**src/rtl/sim_mmio_pkg.sv**
```systemverilog
// sim_mmio_pkg: register offsets, STATUS bit positions and the responder's bus state type.
// Shared by the responder, the sim harness and the bench.
package sim_mmio_pkg;
    localparam logic [7:0] OFF_CYCLE_LO = 8'h00;
    localparam logic [7:0] OFF_CYCLE_HI = 8'h04;
    localparam logic [7:0] OFF_TOHOST   = 8'h08;
    localparam logic [7:0] OFF_TXDATA   = 8'h0C;
    localparam logic [7:0] OFF_STATUS   = 8'h10;
    localparam int ST_FULL    = 0;
    localparam int ST_EMPTY   = 1;
    localparam int ST_CNT_LSB = 8;
    localparam int ST_DONE    = 31;
    typedef enum logic {S_IDLE, S_RESP} state_t;
endpackage

```
**src/rtl/sim_mmio_responder_if.sv**
```systemverilog
// sim_mmio_responder_if: CPU load/store port plus console and exit signals of the sim MMIO responder.
interface sim_mmio_responder_if;
    logic        req_valid;
    logic        req_ready;
    logic        req_we;
    logic [31:0] req_addr;
    logic [31:0] req_wdata;
    logic [3:0]  req_wstrb;
    logic        rsp_valid;
    logic [31:0] rsp_rdata;
    logic        tx_valid;
    logic        tx_ready;
    logic [7:0]  tx_data;
    logic        done;
    logic        pass;
    logic [30:0] exit_code;
    modport master (
        output req_valid, req_we, req_addr, req_wdata, req_wstrb, tx_ready,
        input  req_ready, rsp_valid, rsp_rdata, tx_valid, tx_data, done, pass, exit_code
    );
    modport slave (
        input  req_valid, req_we, req_addr, req_wdata, req_wstrb, tx_ready,
        output req_ready, rsp_valid, rsp_rdata, tx_valid, tx_data, done, pass, exit_code
    );
endinterface

```
**src/rtl/sync_fifo.sv**
```systemverilog
// sync_fifo: single-clock FIFO with full/empty/count; a push into a full FIFO lands when a pop happens in the same cycle.
module sync_fifo #(
    parameter int WIDTH = 8,
    parameter int DEPTH = 16
) (
    input  logic                     clk,
    input  logic                     rstn,
    input  logic                     push,
    input  logic [WIDTH-1:0]         wdata,
    input  logic                     pop,
    output logic [WIDTH-1:0]         rdata,
    output logic                     full,
    output logic                     empty,
    output logic [$clog2(DEPTH):0]   count
);
    localparam int AW = $clog2(DEPTH);
    localparam int CW = AW + 1;
    logic [WIDTH-1:0] mem [DEPTH];
    logic [AW-1:0] wp, rp;
    logic do_push, do_pop;
    assign do_pop  = pop && !empty;
    assign do_push = push && (!full || do_pop);
    assign full    = count == CW'(DEPTH);
    assign empty   = count == '0;
    assign rdata   = mem[rp];
    always_ff @(posedge clk)
        if (do_push) mem[wp] <= wdata;
    always_ff @(posedge clk) begin
        if (!rstn) begin
            wp    <= '0;
            rp    <= '0;
            count <= '0;
        end else begin
            if (do_push) wp <= wp + AW'(1);
            if (do_pop) rp <= rp + AW'(1);
            count <= count + CW'(do_push) - CW'(do_pop);
        end
    end
endmodule

```
**src/rtl/sim_mmio_responder.sv**
```systemverilog
// sim_mmio_responder: sim-only MMIO target with 64-bit cycle counter, console FIFO and TOHOST exit register.
// Define SIM_MMIO_WDOG_EN to compile in the hang watchdog.
module sim_mmio_responder
    import sim_mmio_pkg::*;
#(
    parameter logic [31:0] BASE_ADDR   = 32'h1000_0000,
    parameter int          FIFO_DEPTH  = 16,
    parameter logic [31:0] WDOG_CYCLES = 32'd100000
) (
    input logic                 clk,
    input logic                 rstn,
    sim_mmio_responder_if.slave bus
);
    localparam int CW = $clog2(FIFO_DEPTH) + 1;
    state_t state_q, state_d;
    logic [63:0] cyc;
    logic [31:0] cyc_hi_snap, rdata_d, rsp_rdata_q, status;
    logic [7:0] off, head;
    logic [CW-1:0] count;
    logic [30:0] exit_q;
    logic hit, is_tx, stall, accept, push, pop, full, empty, tohost_wr, wdog_hit, done_q, pass_q, unused;
    assign off       = bus.req_addr[7:0];
    assign hit       = bus.req_addr[31:8] == BASE_ADDR[31:8];
    assign is_tx     = hit && bus.req_we && off == OFF_TXDATA;
    // a full FIFO can still take the byte if the harness pops in the same cycle
    assign stall     = is_tx && full && !bus.tx_ready;
    assign accept    = bus.req_valid && bus.req_ready;
    assign push      = accept && is_tx && bus.req_wstrb[0];
    assign pop       = !empty && bus.tx_ready;
    assign tohost_wr = accept && hit && bus.req_we && off == OFF_TOHOST && bus.req_wdata != '0;
    assign bus.req_ready = state_q == S_IDLE && !stall;
    assign bus.rsp_valid = state_q == S_RESP;
    assign bus.rsp_rdata = rsp_rdata_q;
    assign bus.tx_valid  = !empty;
    assign bus.tx_data   = empty ? '0 : head;
    assign bus.done      = done_q;
    assign bus.pass      = pass_q;
    assign bus.exit_code = exit_q;
    always_comb state_d = (state_q == S_IDLE && accept) ? S_RESP : S_IDLE;
    always_comb begin
        status = '0;
        status[ST_FULL] = full;
        status[ST_EMPTY] = empty;
        status[ST_CNT_LSB +: 8] = 8'(count);
        status[ST_DONE] = done_q;
    end
    always_comb begin
        rdata_d = '0;
        if (hit && !bus.req_we)
            rdata_d = off == OFF_CYCLE_LO ? cyc[31:0] :
                      off == OFF_CYCLE_HI ? cyc_hi_snap :
                      off == OFF_STATUS   ? status : '0;
    end
    always_ff @(posedge clk) begin
        if (!rstn) begin
            state_q     <= S_IDLE;
            cyc         <= '0;
            cyc_hi_snap <= '0;
            rsp_rdata_q <= '0;
        end else begin
            state_q     <= state_d;
            cyc         <= cyc + 64'd1;
            rsp_rdata_q <= accept ? rdata_d : '0;
            // snapshot taken with the LO read so a following HI read cannot tear
            if (accept && hit && !bus.req_we && off == OFF_CYCLE_LO) cyc_hi_snap <= cyc[63:32];
        end
    end
    always_ff @(posedge clk) begin
        if (!rstn) begin
            done_q <= 1'b0;
            pass_q <= 1'b0;
            exit_q <= '0;
        end else if (!done_q && tohost_wr) begin
            done_q <= 1'b1;
            pass_q <= bus.req_wdata == 32'd1;
            exit_q <= bus.req_wdata[31:1];
        end else if (wdog_hit) begin
            done_q <= 1'b1;
            pass_q <= 1'b0;
            exit_q <= '1;
        end
    end
`ifdef SIM_MMIO_WDOG_EN
    logic [31:0] wdog;
    assign wdog_hit = !done_q && !push && wdog == WDOG_CYCLES - 32'd1;
    always_ff @(posedge clk) begin
        if (!rstn || done_q || push) wdog <= '0;
        else wdog <= wdog + 32'd1;
    end
    assign unused = ^bus.req_wstrb[3:1];
`else
    assign wdog_hit = 1'b0;
    assign unused = ^{bus.req_wstrb[3:1], WDOG_CYCLES};
`endif
    sync_fifo #(.WIDTH(8), .DEPTH(FIFO_DEPTH)) u_fifo (
        .clk   (clk),
        .rstn  (rstn),
        .push  (push),
        .wdata (bus.req_wdata[7:0]),
        .pop   (pop),
        .rdata (head),
        .full  (full),
        .empty (empty),
        .count (count)
    );
endmodule

```
**src/flat_wrapper.sv**
```systemverilog
// flat-port wrapper written by rule: the top's interface ports become plain ports
module sim_mmio_responder_flat import sim_mmio_pkg::*;
#(
    parameter logic [31:0] BASE_ADDR   = 32'h1000_0000,
    parameter int          FIFO_DEPTH  = 16,
    parameter logic [31:0] WDOG_CYCLES = 32'd100000
)
  (clk, rstn, bus_req_valid, bus_req_we, bus_req_addr, bus_req_wdata, bus_req_wstrb, bus_tx_ready, bus_req_ready, bus_rsp_valid, bus_rsp_rdata, bus_tx_valid, bus_tx_data, bus_done, bus_pass, bus_exit_code);
  sim_mmio_responder_if bus_i ();
  input logic clk;
  input logic rstn;
  input wire logic [$bits(bus_i.req_valid)-1:0] bus_req_valid;
  input wire logic [$bits(bus_i.req_we)-1:0] bus_req_we;
  input wire logic [$bits(bus_i.req_addr)-1:0] bus_req_addr;
  input wire logic [$bits(bus_i.req_wdata)-1:0] bus_req_wdata;
  input wire logic [$bits(bus_i.req_wstrb)-1:0] bus_req_wstrb;
  input wire logic [$bits(bus_i.tx_ready)-1:0] bus_tx_ready;
  output wire logic [$bits(bus_i.req_ready)-1:0] bus_req_ready;
  output wire logic [$bits(bus_i.rsp_valid)-1:0] bus_rsp_valid;
  output wire logic [$bits(bus_i.rsp_rdata)-1:0] bus_rsp_rdata;
  output wire logic [$bits(bus_i.tx_valid)-1:0] bus_tx_valid;
  output wire logic [$bits(bus_i.tx_data)-1:0] bus_tx_data;
  output wire logic [$bits(bus_i.done)-1:0] bus_done;
  output wire logic [$bits(bus_i.pass)-1:0] bus_pass;
  output wire logic [$bits(bus_i.exit_code)-1:0] bus_exit_code;
  assign bus_i.req_valid = bus_req_valid;
  assign bus_i.req_we = bus_req_we;
  assign bus_i.req_addr = bus_req_addr;
  assign bus_i.req_wdata = bus_req_wdata;
  assign bus_i.req_wstrb = bus_req_wstrb;
  assign bus_i.tx_ready = bus_tx_ready;
  assign bus_req_ready = bus_i.req_ready;
  assign bus_rsp_valid = bus_i.rsp_valid;
  assign bus_rsp_rdata = bus_i.rsp_rdata;
  assign bus_tx_valid = bus_i.tx_valid;
  assign bus_tx_data = bus_i.tx_data;
  assign bus_done = bus_i.done;
  assign bus_pass = bus_i.pass;
  assign bus_exit_code = bus_i.exit_code;
  sim_mmio_responder #(.BASE_ADDR(BASE_ADDR), .FIFO_DEPTH(FIFO_DEPTH), .WDOG_CYCLES(WDOG_CYCLES)) u_core (.clk(clk), .rstn(rstn), .bus(bus_i));
endmodule
```
**config.mk**
```make
export PLATFORM = sky130hd
export DESIGN_NAME = sim_mmio_responder_flat
export DESIGN_NICKNAME = d
export VERILOG_FILES = /design/src/rtl/sim_mmio_pkg.sv /design/src/rtl/sim_mmio_responder_if.sv /design/src/rtl/sync_fifo.sv /design/src/rtl/sim_mmio_responder.sv /design/src/flat_wrapper.sv
export SDC_FILE = /design/constraint.sdc
export NUM_CORES = 1
export LEC_CHECK = 0
export CAP_MARGIN = 10
export CORE_MARGIN = 5
export CORE_UTILIZATION = 45
export CTS_CLUSTER_SIZE = 14
export DETAILED_ROUTE_END_ITERATION = 8
export PLACE_DENSITY_LB_ADDON = 0.05
export SYNTH_ARGS = -nofsm -noshare
export SYNTH_HDL_FRONTEND = slang
export SYNTH_HIERARCHICAL = 1
export SYNTH_SLANG_ARGS = --single-unit
```
**constraint.sdc**
```tcl
create_clock -name clk -period 7 [get_ports clk]
set_input_delay 1.4 -clock clk [delete_from_list [all_inputs] [get_ports clk]]
set_output_delay 1.4 -clock clk [all_outputs]
set_load 0.02 [all_outputs]
```
== Word-level counts from Yosys, hierarchy flattened ==
Memory sizes are Yosys's and may differ from the RTL's. A register that Yosys moved wholly into a read port is not among the register bits.
Cells that the tools add are included.
Storage, ports and cells
  input bits: 73
  memory bits (writable): 128
  memories: 1
  output and inout bits: 76
  flip-flop bits (word level): 175
  logic and storage cells: 64
Operators by class
  bitwise gates (word level): 1
  mux-type cells: 9
  reductions and logical operators: 31
  add/subtract/negate cells: 5
  equal/unequal tests: 7
Memory list
  u_core.u_fifo.mem: depth 16, bits a word 8, read ports 1, clocked after Yosys merged registers in 1, wr ports 1, line sync_fifo.sv:18  | logic [WIDTH-1:0] mem [DEPTH];
Operator list (count)
  2-to-1 mux 32 bit: 3
  adder 64 x 1 -> 64 bit (second input constant): 1
  equality test 32 x 1 -> 1 bit (second input constant): 1
  nonzero test 32 bit: 1
  equality test 24 x 21 -> 1 bit (second input constant): 1
  logical AND 1 bit: 20
  equality test 8 x 4 -> 1 bit (second input constant): 2
  adder 4 x 1 -> 4 bit (second input constant): 2
  equality test 8 x 3 -> 1 bit (second input constant): 1
  equality test 8 x 5 -> 1 bit (second input constant): 1
  logical NOT 8 bit: 1
  2-to-1 mux 4 bit: 2
  2-to-1 mux 8 bit: 1
  logical NOT 1 bit: 6
  adder 5 x 1 -> 5 bit: 1
  equality test 5 bit (second input constant): 1
  logical NOT 5 bit: 1
  subtractor 5 x 1 -> 5 bit: 1
  2-to-1 mux 1 bit: 3
  AND reduction 3 bit: 1
  logical OR 1 bit: 1
  inverter 1 bit: 1

== Longest topological paths before layout ==
Gate-level depths: netlist of run 1.
  word-level depth: 13
  mapped depth: 16
  gate-level depth less buffers: 15

== Modules after synthesis ==
Netlist of run 1, hierarchy kept.
Modules (own cells, without submodules)
  sim_mmio_responder: instances 1, seq. area each 3243.1 um2, area an instance 7283.2 um2, cells an instance 831
  sync_fifo: instances 1, seq. area each 4184.0 um2, area an instance 5841.9 um2, cells an instance 310

== Worst setup path before layout of run 1 ==
OpenSTA, ideal clock, no wires.
  path kind: in2reg
  start: input bus_req_addr[12]
  end: register u_core.u_fifo.count[4]
  path buffers: 1
  arrival: 4509 ps
  cell stages on the path: 14
  data required time: 6884 ps
  path slack: 2376 ps
  setup time: 116 ps
  cells stage by stage: or4_4 nor4_2 nor2b_1 o2111a_1 o21ai_1 buf_2 ha_1 inv_1 ha_1 fa_1 a21oi_1 nor2_1 or3_1 and3_1
Between the ends
  word-level cells in the longest chain between the ends: 13
RTL lines
  from (decl): line flat_wrapper.sv:14  | input wire logic [$bits(bus_i.req_addr)-1:0] bus_req_addr;
  equality test 24 x 21 -> 1 bit *: line sim_mmio_responder.sv:23  | assign hit = bus.req_addr[31:8] == BASE_ADDR[31:8];
  logical AND 1 bit * (2 in a row): line sim_mmio_responder.sv:24  | assign is_tx = hit && bus.req_we && off == OFF_TXDATA;
  logical AND 1 bit (2 in a row): line sim_mmio_responder.sv:26  | assign stall = is_tx && full && !bus.tx_ready;
  logical NOT 1 bit: line sim_mmio_responder.sv:31  | assign bus.req_ready = state_q == S_IDLE && !stall;
  logical AND 1 bit: line sim_mmio_responder.sv:31
  logical AND 1 bit: line sim_mmio_responder.sv:27  | assign accept = bus.req_valid && bus.req_ready;
  logical AND 1 bit * (2 in a row): line sim_mmio_responder.sv:28  | assign push = accept && is_tx && bus.req_wstrb[0];
  named net u_core.push: line sim_mmio_responder.sv:21  | logic hit, is_tx, stall, accept, push, pop, full, empty, tohost_wr, wdog_hit, done_q, pass_q, unused;
  logical AND 1 bit *: line sync_fifo.sv:22  | assign do_push = push && (!full || do_pop);
  adder 5 x 1 -> 5 bit *: line sync_fifo.sv:36  | count <= count + CW'(do_push) - CW'(do_pop);
  subtractor 5 x 1 -> 5 bit *: line sync_fifo.sv:36
  to (signal assigned): line sync_fifo.sv:36
  to (decl): line sync_fifo.sv:14  | output logic [$clog2(DEPTH):0] count
Mark *: on every way through the listed nets, which the timed path passes. The rest lies on a longest branch.
A chain may end at the register's enable or synchronous reset.

== Worst setup path in the final report of run 1 ==
  start: input bus_req_addr[27]
  end: output bus_req_ready
Between the ends
  word-level cells in the longest chain between the ends: 7
RTL lines
  equality test 24 x 21 -> 1 bit: line sim_mmio_responder.sv:23
  logical AND 1 bit (2 in a row): line sim_mmio_responder.sv:24
  logical AND 1 bit (2 in a row): line sim_mmio_responder.sv:26
  logical NOT 1 bit: line sim_mmio_responder.sv:31
  logical AND 1 bit: line sim_mmio_responder.sv:31
  to (decl): line flat_wrapper.sv:18  | output wire logic [$bits(bus_i.req_ready)-1:0] bus_req_ready;
No other way between the ends.

==> impl_metrics.yaml, run 1 <==
run_status:
  outcome: "complete, no violations"
min_path:
  min_to: "u_core/cyc_hi_snap[11]$_SDFFE_PN0P_"
  whs_path_depth: 2
  min_path_type: "register to register"
  hp-start: "u_core/cyc_hi_snap[11]$_SDFFE_PN0P_"
cells_and_area:
  nFillCells: 2501
  nNetsFinal: 1359
  layout_commonest_cell: "dfxtp_1"
  final_cell_mix: "dfxtp_1, clkdlybuf4s50_1, edfxtp_1"
  drive_gt1_frac: 0.133
  final_cell_count_no_fill: 1685
  syn2layout_area_growth_pct: 22.1
  post-route-util: 0.557
yosys:
  ys_warn_count: 6
  ys_ff_latch: 307
  synthMuxAreaShare: 0.0856
  synth_edf_count: 128
  netlist_area_um2: 13100
  syn_inst: 1141
  synth_ff_type: "dfxtp_1"
  synth_cell_type_count: 63
  syn-num-nets: 1227
  synth-simple-area-share: 0.188
  synth_xor_area_frac: 0.0207
  synth_area_leaders: "edfxtp_1, dfxtp_1, mux4_2"
  synth_area_leader_cell: "edfxtp_1"
  yosysSeqAreaShare: 0.566
  syn_avg_cell_area_um2: 11.5
  synth_compound_area_frac: 0.0937
  synthAdderAreaFrac: 0.0130
  synth_top_family_by_area: "simple AND/OR/NAND/NOR gates"
  yosysTopAreaCellShare: 0.293
  async_reset_ff_frac: 0
sta:
  finalMaxSlewViolations: 0
  rsz0062_at_grt: "false"
  skew_ns: 0.0112
  fmax_mhz: 194
  slew-limit-headroom: 0.131
  tns_ns: 0
  setup_viol: 0
  hold_viol: 0
  max_slew.worst_pin.slew_ns: 1.30
  period_minus_slack_ns: 5.16
  post-route-period-util: 0.737
  hold_slack_ns: 0.450
setup_path:
  startpoint_type: "input pin"
  required_ns: 5.60
  worst-path-max-fanout: 6
  reg2reg_to: "u_core/u_fifo/count[4]$_SDFF_PN0_"
  critical_path_class: "input pin to output pin"
  endpoint_kind: "output pin"
  crit_arrival_ns: 3.76
  rr_worst_depth: 15
  r2r_slack_ns: 3.31
  timing.rr.start: "u_core/u_fifo/count[2]$_SDFF_PN0_"
power:
  p_switching_mw: 1.00
  power_frac_comb: 0.119
  switching_share: 0.235
  power.leakage_nw: 5.13
  ir_drop_mv: 0.164
  pwr-share-clk: 0.431
  total_power_mw: 4.26
  p_int_mw: 3.26
  powerDensity_nw_per_um2: 266
  pwr-share-seq: 0.450
grt:
  grt_first_pass_wirelength_um: 51800
  grt_use_total: 0.195
  grt_pass1_vias: 9282
  grt-ovfl-total: 0
  antenna_found_initial: 1
  grt_max_degree: 78
floorplan:
  die-area_um2: 32700
  core-area_um2: 28800
  fp-row-count: 62
  initial_core_util: 0.456
  dieHeight_um: 181
  io_pins: 149
  die_x_um: 181
drt:
  wire_per_inst_um: 19.3
  vias_per_cell: 5.50
  first_iter_violations: 581
  routed_wl_um: 32600
  num_vias: 9273
  ant_nets: 0
  drc_errors: 0
  first_pass_iters: 5
clock_tree:
  post_cts_buffers: 0
  post_cts_resized: 0
  clk_pin_slew_worst_paths_ns: 0.06
  cts.sinks: 307
  clk_latency_ns: 0.51
  htree_num_levels: 2
  cts_buffers: 35
  clock_path_buffers: 3
  cts_root_buf: "clkbuf_16"
  hold_buffers: 0
  cts_tree: "yes"
placement:
  placed_cells: 1620
  dp_hpwl_um: 21600
  portBuffers: 145
  gp_congestion: 0.778
flow_run:
  maxCapViolCount: 0
==> how the worst max path moves through the flow <==
stage          cells after the start                                end        startpoint  slack, ns
6_report                           6                      bus_req_ready  bus_req_addr[27]       1.84
5_1_grt                            6                      bus_req_ready  bus_req_addr[27]       1.73
4_1_cts                            6                      bus_req_ready  bus_req_addr[27]       1.86
3_5_place_dp                      15  u_core/u_fifo/count[4]$_SDFF_PN0_  bus_req_addr[12]       1.68
3_3_place_gp                      15  u_core/u_fifo/count[4]$_SDFF_PN0_  bus_req_addr[12]       1.71
2_1_floorplan                     14  u_core/u_fifo/count[4]$_SDFF_PN0_  bus_req_addr[12]       2.38
==> cell families after synthesis <==
group           after synthesis
compound gates              202
xor+xnor                     31
fa+ha+maj                    13
buf+inv                      90
flops                       307
mux                          67
simple gates                431
==> cell usage after synthesis (3+ instances only) <==
cell and number:
dfxtp_1 179, edfxtp_1 128, nor2_1 84, a21oi_1 78, nand2_1 76, o21ai_0 44, clkbuf_1 41, nand3_1 38
mux2i_1 35, nand4b_1 32, a21oi_2 30, nand2_2 30, nand4_1 29, inv_1 22, or3_1 20, xor2_1 19
mux4_2 18, or4_1 18, and2_1 17, a22oi_1 16, nor4_1 15, o31ai_1 15, and3_1 14, mux4_1 14
buf_2 13, nor3_1 13, ha_1 12, nor2b_1 12, xnor2_1 12, o21ai_1 10, buf_6 7, nor4_2 5
nand2b_1 4, clkdlybuf4s25_2 3, or4b_1 3
==> layer usage <==
| layer | part of all wire | vias up | global-route usage |
|---|---|---|---|
| met5 | 0 | - | 0 |
| li1 | - | 4512 | - |
| met4 | 0.029 | 0 | 0.0641 |
| met3 | 0.031 | 58 | 0.0288 |
| met2 | 0.52 | 143 | 0.343 |
| met1 | 0.42 | 4560 | 0.249 |
==> final cells by class <==
class | count | area, um2 | share of cell area
flip-flops and latches | 307 | 7430 | 0.463
multi-input cells | 744 | 5300 | 0.330
repair buffers | 162 | 1570 | 0.0982
clock buffers | 48 | 965 | 0.0602
well taps | 384 | 480 | 0.0300
clock inverters | 16 | 193 | 0.0120
inverters | 23 | 88.8 | 0.00554
diodes | 1 | 2.50 | 0.000156
==> metrics by stage <==
stage | instance area (um2) | setup slack [ns]
finish | 16000 | 1.84
global route | 16000 | 1.73
CTS | 16000 | 1.86
detailed placement | 14900 | 1.68
global placement | 14900 | 1.71
floorplan | 13100 | 2.38
==> flip-flops by register name, indices dropped and copies added (netlist names), named ones only <==
name / count
u_core/u_fifo/mem: 128
u_core/cyc: 64
u_core/cyc_hi_snap: 32
u_core/u_fifo/count: 5
u_core/u_fifo/wp: 4
u_core/bus.exit_code: 31
u_core/u_fifo/rp: 4
u_core/bus.rsp_rdata: 32
u_core/bus.rsp_valid: 1
u_core/bus.done: 1
u_core/bus.pass: 1
==> critical path: stages <==
cell and delay (ns):
clkdlybuf4s50_1 0.40, nor4b_1 0.39, nand4_1 0.43, nor4_1 0.52, nor2_1 0.07, clkdlybuf4s50_1 0.55
==> power groups by stage <==
stage | clock network [mW] | registers, mW | logic [mW]
after floorplan | 0 | 1.94 | 0.353
after global placement | 0 | 1.96 | 0.513
after detailed placement | 0 | 1.96 | 0.518
after CTS | 1.88 | 1.92 | 0.519
after global routing | 1.97 | 1.92 | 0.559
final | 1.84 | 1.92 | 0.507
Note: power is estimated with default switching activity, not from simulation.
==> run 2, diff against run 1 <==
- clock period: 7 -> 5.25 ns (I/O delays scaled with it)
==> run 2 against run 1 <==
Effect of this change: clock-buffer cell count grew 2; worst setup slack got worse by 0.89 ns; largest power group unchanged; sequential cell count did not move; critical path type is now register to output pin; largest cell class unchanged.
==> impl_metrics.yaml, run 2 (same netlist as run 1, synthesis figures left out) <==
run_status:
  outcome: "complete, no violations"
floorplan:
  die-area_um2: 32700
  initial_core_util: 0.456
  dieHeight_um: 181
  die_x_um: 181
  io_pins: 149
  fp-row-count: 62
  core-area_um2: 28800
clock_tree:
  htree_num_levels: 2
  clk_pin_slew_worst_paths_ns: 0.06
  cts_buffers: 35
  post_cts_resized: 0
  cts_root_buf: "clkbuf_16"
  clock_path_buffers: 3
  post_cts_buffers: 0
  clk_latency_ns: 0.50
  cts.sinks: 307
  cts_tree: "yes"
  hold_buffers: 0
drt:
  drc_errors: 0
  wire_per_inst_um: 19.5
  first_pass_iters: 5
  routed_wl_um: 32900
  vias_per_cell: 5.52
  ant_nets: 0
  first_iter_violations: 682
  num_vias: 9326
power:
  total_power_mw: 5.76
  ir_drop_mv: 0.202
  power.leakage_nw: 5.20
  powerDensity_nw_per_um2: 357
sta:
  max_slew.worst_pin.slew_ns: 1.06
  period_minus_slack_ns: 4.30
  rsz0062_at_grt: "false"
  setup_viol: 0
  hold_viol: 0
  fmax_mhz: 233
  skew_ns: 0.00923
  post-route-period-util: 0.819
  slew-limit-headroom: 0.293
  tns_ns: 0
  finalMaxSlewViolations: 0
setup_path:
  cp_cell_sequence: "buf_4 > mux4_1 > a22oi_1 > nand2_1 > nor2b_1 > clkdlybuf4s50_1"
  required_ns: 4.20
  endpoint_kind: "output pin"
  critical_path_class: "register to output pin"
  startpoint_type: "register"
  critPathMaxStageDelay_ns: 0.61
  cpMaxStageDelayCell: "dfxtp_2"
  crit_arrival_ns: 3.25
  worst-path-max-fanout: 19
grt:
  grt-ovfl-total: 0
  grt_max_degree: 73
  grt_pass1_vias: 9339
  grt_use_total: 0.197
  grt_first_pass_wirelength_um: 52100
  antenna_found_initial: 0
cells_and_area:
  top_register: "u_core/u_fifo/mem"
  largest_reg_flops: 128
  final_cell_mix: "dfxtp_1, clkdlybuf4s50_1, edfxtp_1"
  layout_commonest_cell: "dfxtp_1"
  syn2layout_area_growth_pct: 23.0
  n_antenna_cell: 0
  reg_top3: "u_core/u_fifo/mem x128, u_core/cyc x64"
  nNetsFinal: 1368
  drive_gt1_frac: 0.137
min_path:
  min_path_type: "register to register"
flow_run:
  maxCapViolCount: 0
placement:
  gp_congestion: 0.805
  dp_hpwl_um: 21900
  portBuffers: 145
-- run 2: changes by cell type in the layout (fill, tap and decap cells not counted) --
cell | before | now
nor3_1 | 9 | 12
clkinv_1 | 2 | 0
nor3_2 | 5 | 2
buf_12 | 0 | 1
clkinv_4 | 0 | 2
clkbuf_16 | 35 | 39
diode_2 | 1 | 0
clkinv_2 | 6 | 5
clkbuf_8 | 4 | 2
buf_4 | 17 | 25
inv_6 | 4 | 1
-- run 2: metrics by stage --
step / utilization / area (um2) / worst slack (ns) / hold WS, ns / instances
after floorplan: - / 13100 / 0.976 / 0.432 / 1141
after CTS: 0.561 / 16100 / 0.892 / 0.452 / 1691
after global routing: 0.561 / 16100 / 0.708 / 0.465 / 1691
after detailed placement: 0.519 / 14900 / 0.461 / 0.443 / 1629
final: 0.561 / 16100 / 0.950 / 0.450 / 1691
after global placement: 0.519 / 14900 / 0.429 / 0.437 / 1629
-- run 2: metal layers --
layer	wire length (um)	up-vias	track usage
met1	13700	4592	0.243
met5	0	-	0
li1	-	4525	-
met2	17500	165	0.361
met4	691	0	0.0532
met3	1140	44	0.0294
-- run 2: final timing paths --
path | cells past startpoint | slack (ns) | from | to
min reg2reg | 2 | 0.45 | u_core/cyc_hi_snap[27]$_SDFFE_PN0P_ | u_core/cyc_hi_snap[27]$_SDFFE_PN0P_
min | 2 | 0.45 | u_core/cyc_hi_snap[27]$_SDFFE_PN0P_ | u_core/cyc_hi_snap[27]$_SDFFE_PN0P_
max | 6 | 0.95 | register | bus_tx_data[7]
max reg2reg | 15 | 1.61 | u_core/u_fifo/count[3]$_SDFF_PN0_ | u_core/u_fifo/count[4]$_SDFF_PN0_
-- run 2: report_power, final --
group | leakage, nW | internal [mW] | switching (mW) | total, mW
clock | 0.594 | 1.58 | 0.943 | 2.52
sequential | 2.59 | 2.51 | 0.0631 | 2.57
combinational | 2.02 | 0.347 | 0.322 | 0.669
total | 5.20 | 4.44 | 1.33 | 5.76
-- run 2: cell type report --
cell class	count	area [um2]
clock buffer	50	1040
sequential	307	7430
inverter	23	88.8
timing repair buffer	171	1650
multi-input combinational	744	5280
clock inverter	12	171
tap	384	480
fill	2491	12600
-- run 2: worst max-delay path, delay by kind of cell (launching register included) --
family                 cells  cell delay, ns
AND/OR/NAND/NOR            2            0.29
multiplexers               1            0.60
flip-flops                 1            0.61
buffers and inverters      2            0.98
AO/OA/AOI/OAI              1            0.26
==> run 3, diff against run 2 <==
- clock period: 5.25 -> 4.21 ns (I/O delays scaled with it)
==> run 3 against run 2 <==
Effect of this change: register-to-register slack lost 0.86 ns; die area is the same; largest power group unchanged; critical path type is now input pin to register; sequential power grew 24%; combinational power grew 34%; hold slack lost 0.00081 ns; worst setup slack lost 0.80 ns; wire length grew 0.39%; non-clock buffer count grew 24; clock power grew 13%.
==> impl_metrics.yaml, run 3 (same netlist as run 1, synthesis figures left out) <==
run_status:
  outcome: "complete, no violations"
placement:
  dpl-instance-area_um2: 15100
  dp_hpwl_um: 22700
  portBuffers: 145
  gp_congestion: 0.807
  placed_cells: 1653
clock_tree:
  post_cts_buffers: 0
  hold_buffers: 0
  clock_path_buffers: 3
  post_cts_resized: 0
  cts.sinks: 307
  cts_tree: "yes"
  cts_buffers: 35
  clk_latency_ns: 0.50
  clk_pin_slew_worst_paths_ns: 0.06
  htree_num_levels: 2
  cts_root_buf: "clkbuf_16"
setup_path:
  critPathMaxStageDelay_ns: 0.55
  cp_cell_sequence: "clkdlybuf4s50_1 > or4_4 > nor4_2 > nor2b_1 > o2111a_1 > o21ai_1 > ha_1 > inv_1 > ha_1 > fa_1 > a21oi_1 > nor2_1 > or3_1 > and3_1"
  timing.rr.start: "u_core/bus.rsp_valid$_SDFF_PN0_"
  critical_path_class: "input pin to register"
  crit_arrival_ns: 4.45
  startpoint_type: "input pin"
  required_ns: 4.59
  crit_family: "simple AND/OR/NAND/NOR gates"
  r2r_slack_ns: 0.75
  reg2reg_to: "u_core/u_fifo/count[4]$_SDFF_PN0_"
  critPathBufInv: 2
  cpMostUsedCell: "ha_1"
  worst-path-max-fanout: 2
  cpMaxStageDelayCell: "or4_4"
  endpoint_kind: "register"
  rr_worst_depth: 13
cells_and_area:
  nFillCells: 2464
  final_cell_mix: "dfxtp_1, clkdlybuf4s50_1, edfxtp_1"
  syn2layout_area_growth_pct: 23.7
  layout_commonest_cell: "dfxtp_1"
  nNetsFinal: 1392
  seqCellArea_um2: 7430
  multi_input_area_um2: 5280
  top_register: "u_core/u_fifo/mem"
  drive_gt1_frac: 0.151
  fin_area_um2: 16200
  largest_reg_flops: 128
  final_cell_count_no_fill: 1715
  reg_top3: "u_core/u_fifo/mem x128, u_core/cyc x64"
drt:
  first_pass_iters: 4
  routed_wl_um: 33100
  num_vias: 9390
  ant_nets: 0
  vias_per_cell: 5.48
  drc_errors: 0
  wire_per_inst_um: 19.3
  first_iter_violations: 472
grt:
  grt_max_degree: 63
  grt_use_total: 0.195
  antenna_found_initial: 1
  grt-ovfl-total: 0
  grt_first_pass_wirelength_um: 51700
  grt_pass1_vias: 9312
flow_run:
  maxCapViolCount: 0
min_path:
  hp-start: "u_core/cyc_hi_snap[22]$_SDFFE_PN0P_"
  whs_path_depth: 2
  min_path_type: "register to register"
  min_to: "u_core/cyc_hi_snap[22]$_SDFFE_PN0P_"
sta:
  max_slew.worst_pin.slew_ns: 0.884
  tns_ns: 0
  finalMaxSlewViolations: 0
  hold_viol: 0
  fmax_mhz: 246
  post-route-period-util: 0.965
  rsz0062_at_grt: "false"
  period_minus_slack_ns: 4.06
  skew_ns: 0.0180
  setup_viol: 0
  slew-limit-headroom: 0.406
floorplan:
  fp-row-count: 62
  dieHeight_um: 181
  core-area_um2: 28800
  initial_core_util: 0.456
  io_pins: 149
  die_x_um: 181
  die-area_um2: 32700
power:
  ir_drop_mv: 0.308
  powerDensity_nw_per_um2: 427
  total_power_mw: 6.94
  power.leakage_nw: 5.28
run 3: per-stage QoR:
stage / worst slack (ns) / hold slack [ns] / utilization
after detailed placement: -0.334 / 0.443 / 0.526
after floorplan: 0.144 / 0.432 / -
after CTS: 0.172 / 0.452 / 0.564
after global placement: -0.298 / 0.441 / 0.526
final: 0.145 / 0.449 / 0.564
after global routing: 0.0105 / 0.461 / 0.564
run 3: worst min-delay path, cell delays in order, from the launching register on:
cell     delay, ns
dfxtp_1       0.31
nand2_2       0.05
a21oi_2       0.04
run 3: power by group:
part / total, mW / switching [mW] / internal (mW) / leakage, nW
Clock: 2.86 / 1.14 / 1.72 / 0.546
Combinational: 0.894 / 0.436 / 0.459 / 2.14
Sequential: 3.18 / 0.0503 / 3.13 / 2.59
Total: 6.94 / 1.63 / 5.31 / 5.28
run 3: per-layer routing:
metal  GRT usage  part of all wire  wire length (um)
met1       0.235              0.41             13500
met2       0.351              0.52             17200
met3      0.0290             0.031              1040
met4      0.0786             0.040              1310
met5           0                 0                 0
run 3: layout make-up:
| type | instances | share of cell area |
|---|---|---|
| diodes | 1 | 0.000154 |
| clock buffers | 50 | 0.0644 |
| clock inverters | 11 | 0.00355 |
| inverters | 23 | 0.00547 |
| multi-input cells | 744 | 0.325 |
| flip-flops and latches | 307 | 0.458 |
| well taps | 384 | 0.0296 |
| repair buffers | 195 | 0.114 |
run 3: worst max path at each step:
stage	slack, ns	cells after the start	startpoint	to
floorplan	0.14	14	bus_req_addr[12]	u_core/u_fifo/count[4]$_SDFF_PN0_
global placement	-0.30	14	bus_req_addr[12]	u_core/u_fifo/count[4]$_SDFF_PN0_
detailed placement	-0.33	14	bus_req_addr[12]	u_core/u_fifo/count[4]$_SDFF_PN0_
CTS	0.17	14	bus_req_addr[12]	u_core/u_fifo/count[4]$_SDFF_PN0_
global route	0.01	14	bus_req_addr[12]	u_core/u_fifo/count[4]$_SDFF_PN0_
finish	0.15	14	bus_req_addr[12]	u_core/u_fifo/count[4]$_SDFF_PN0_
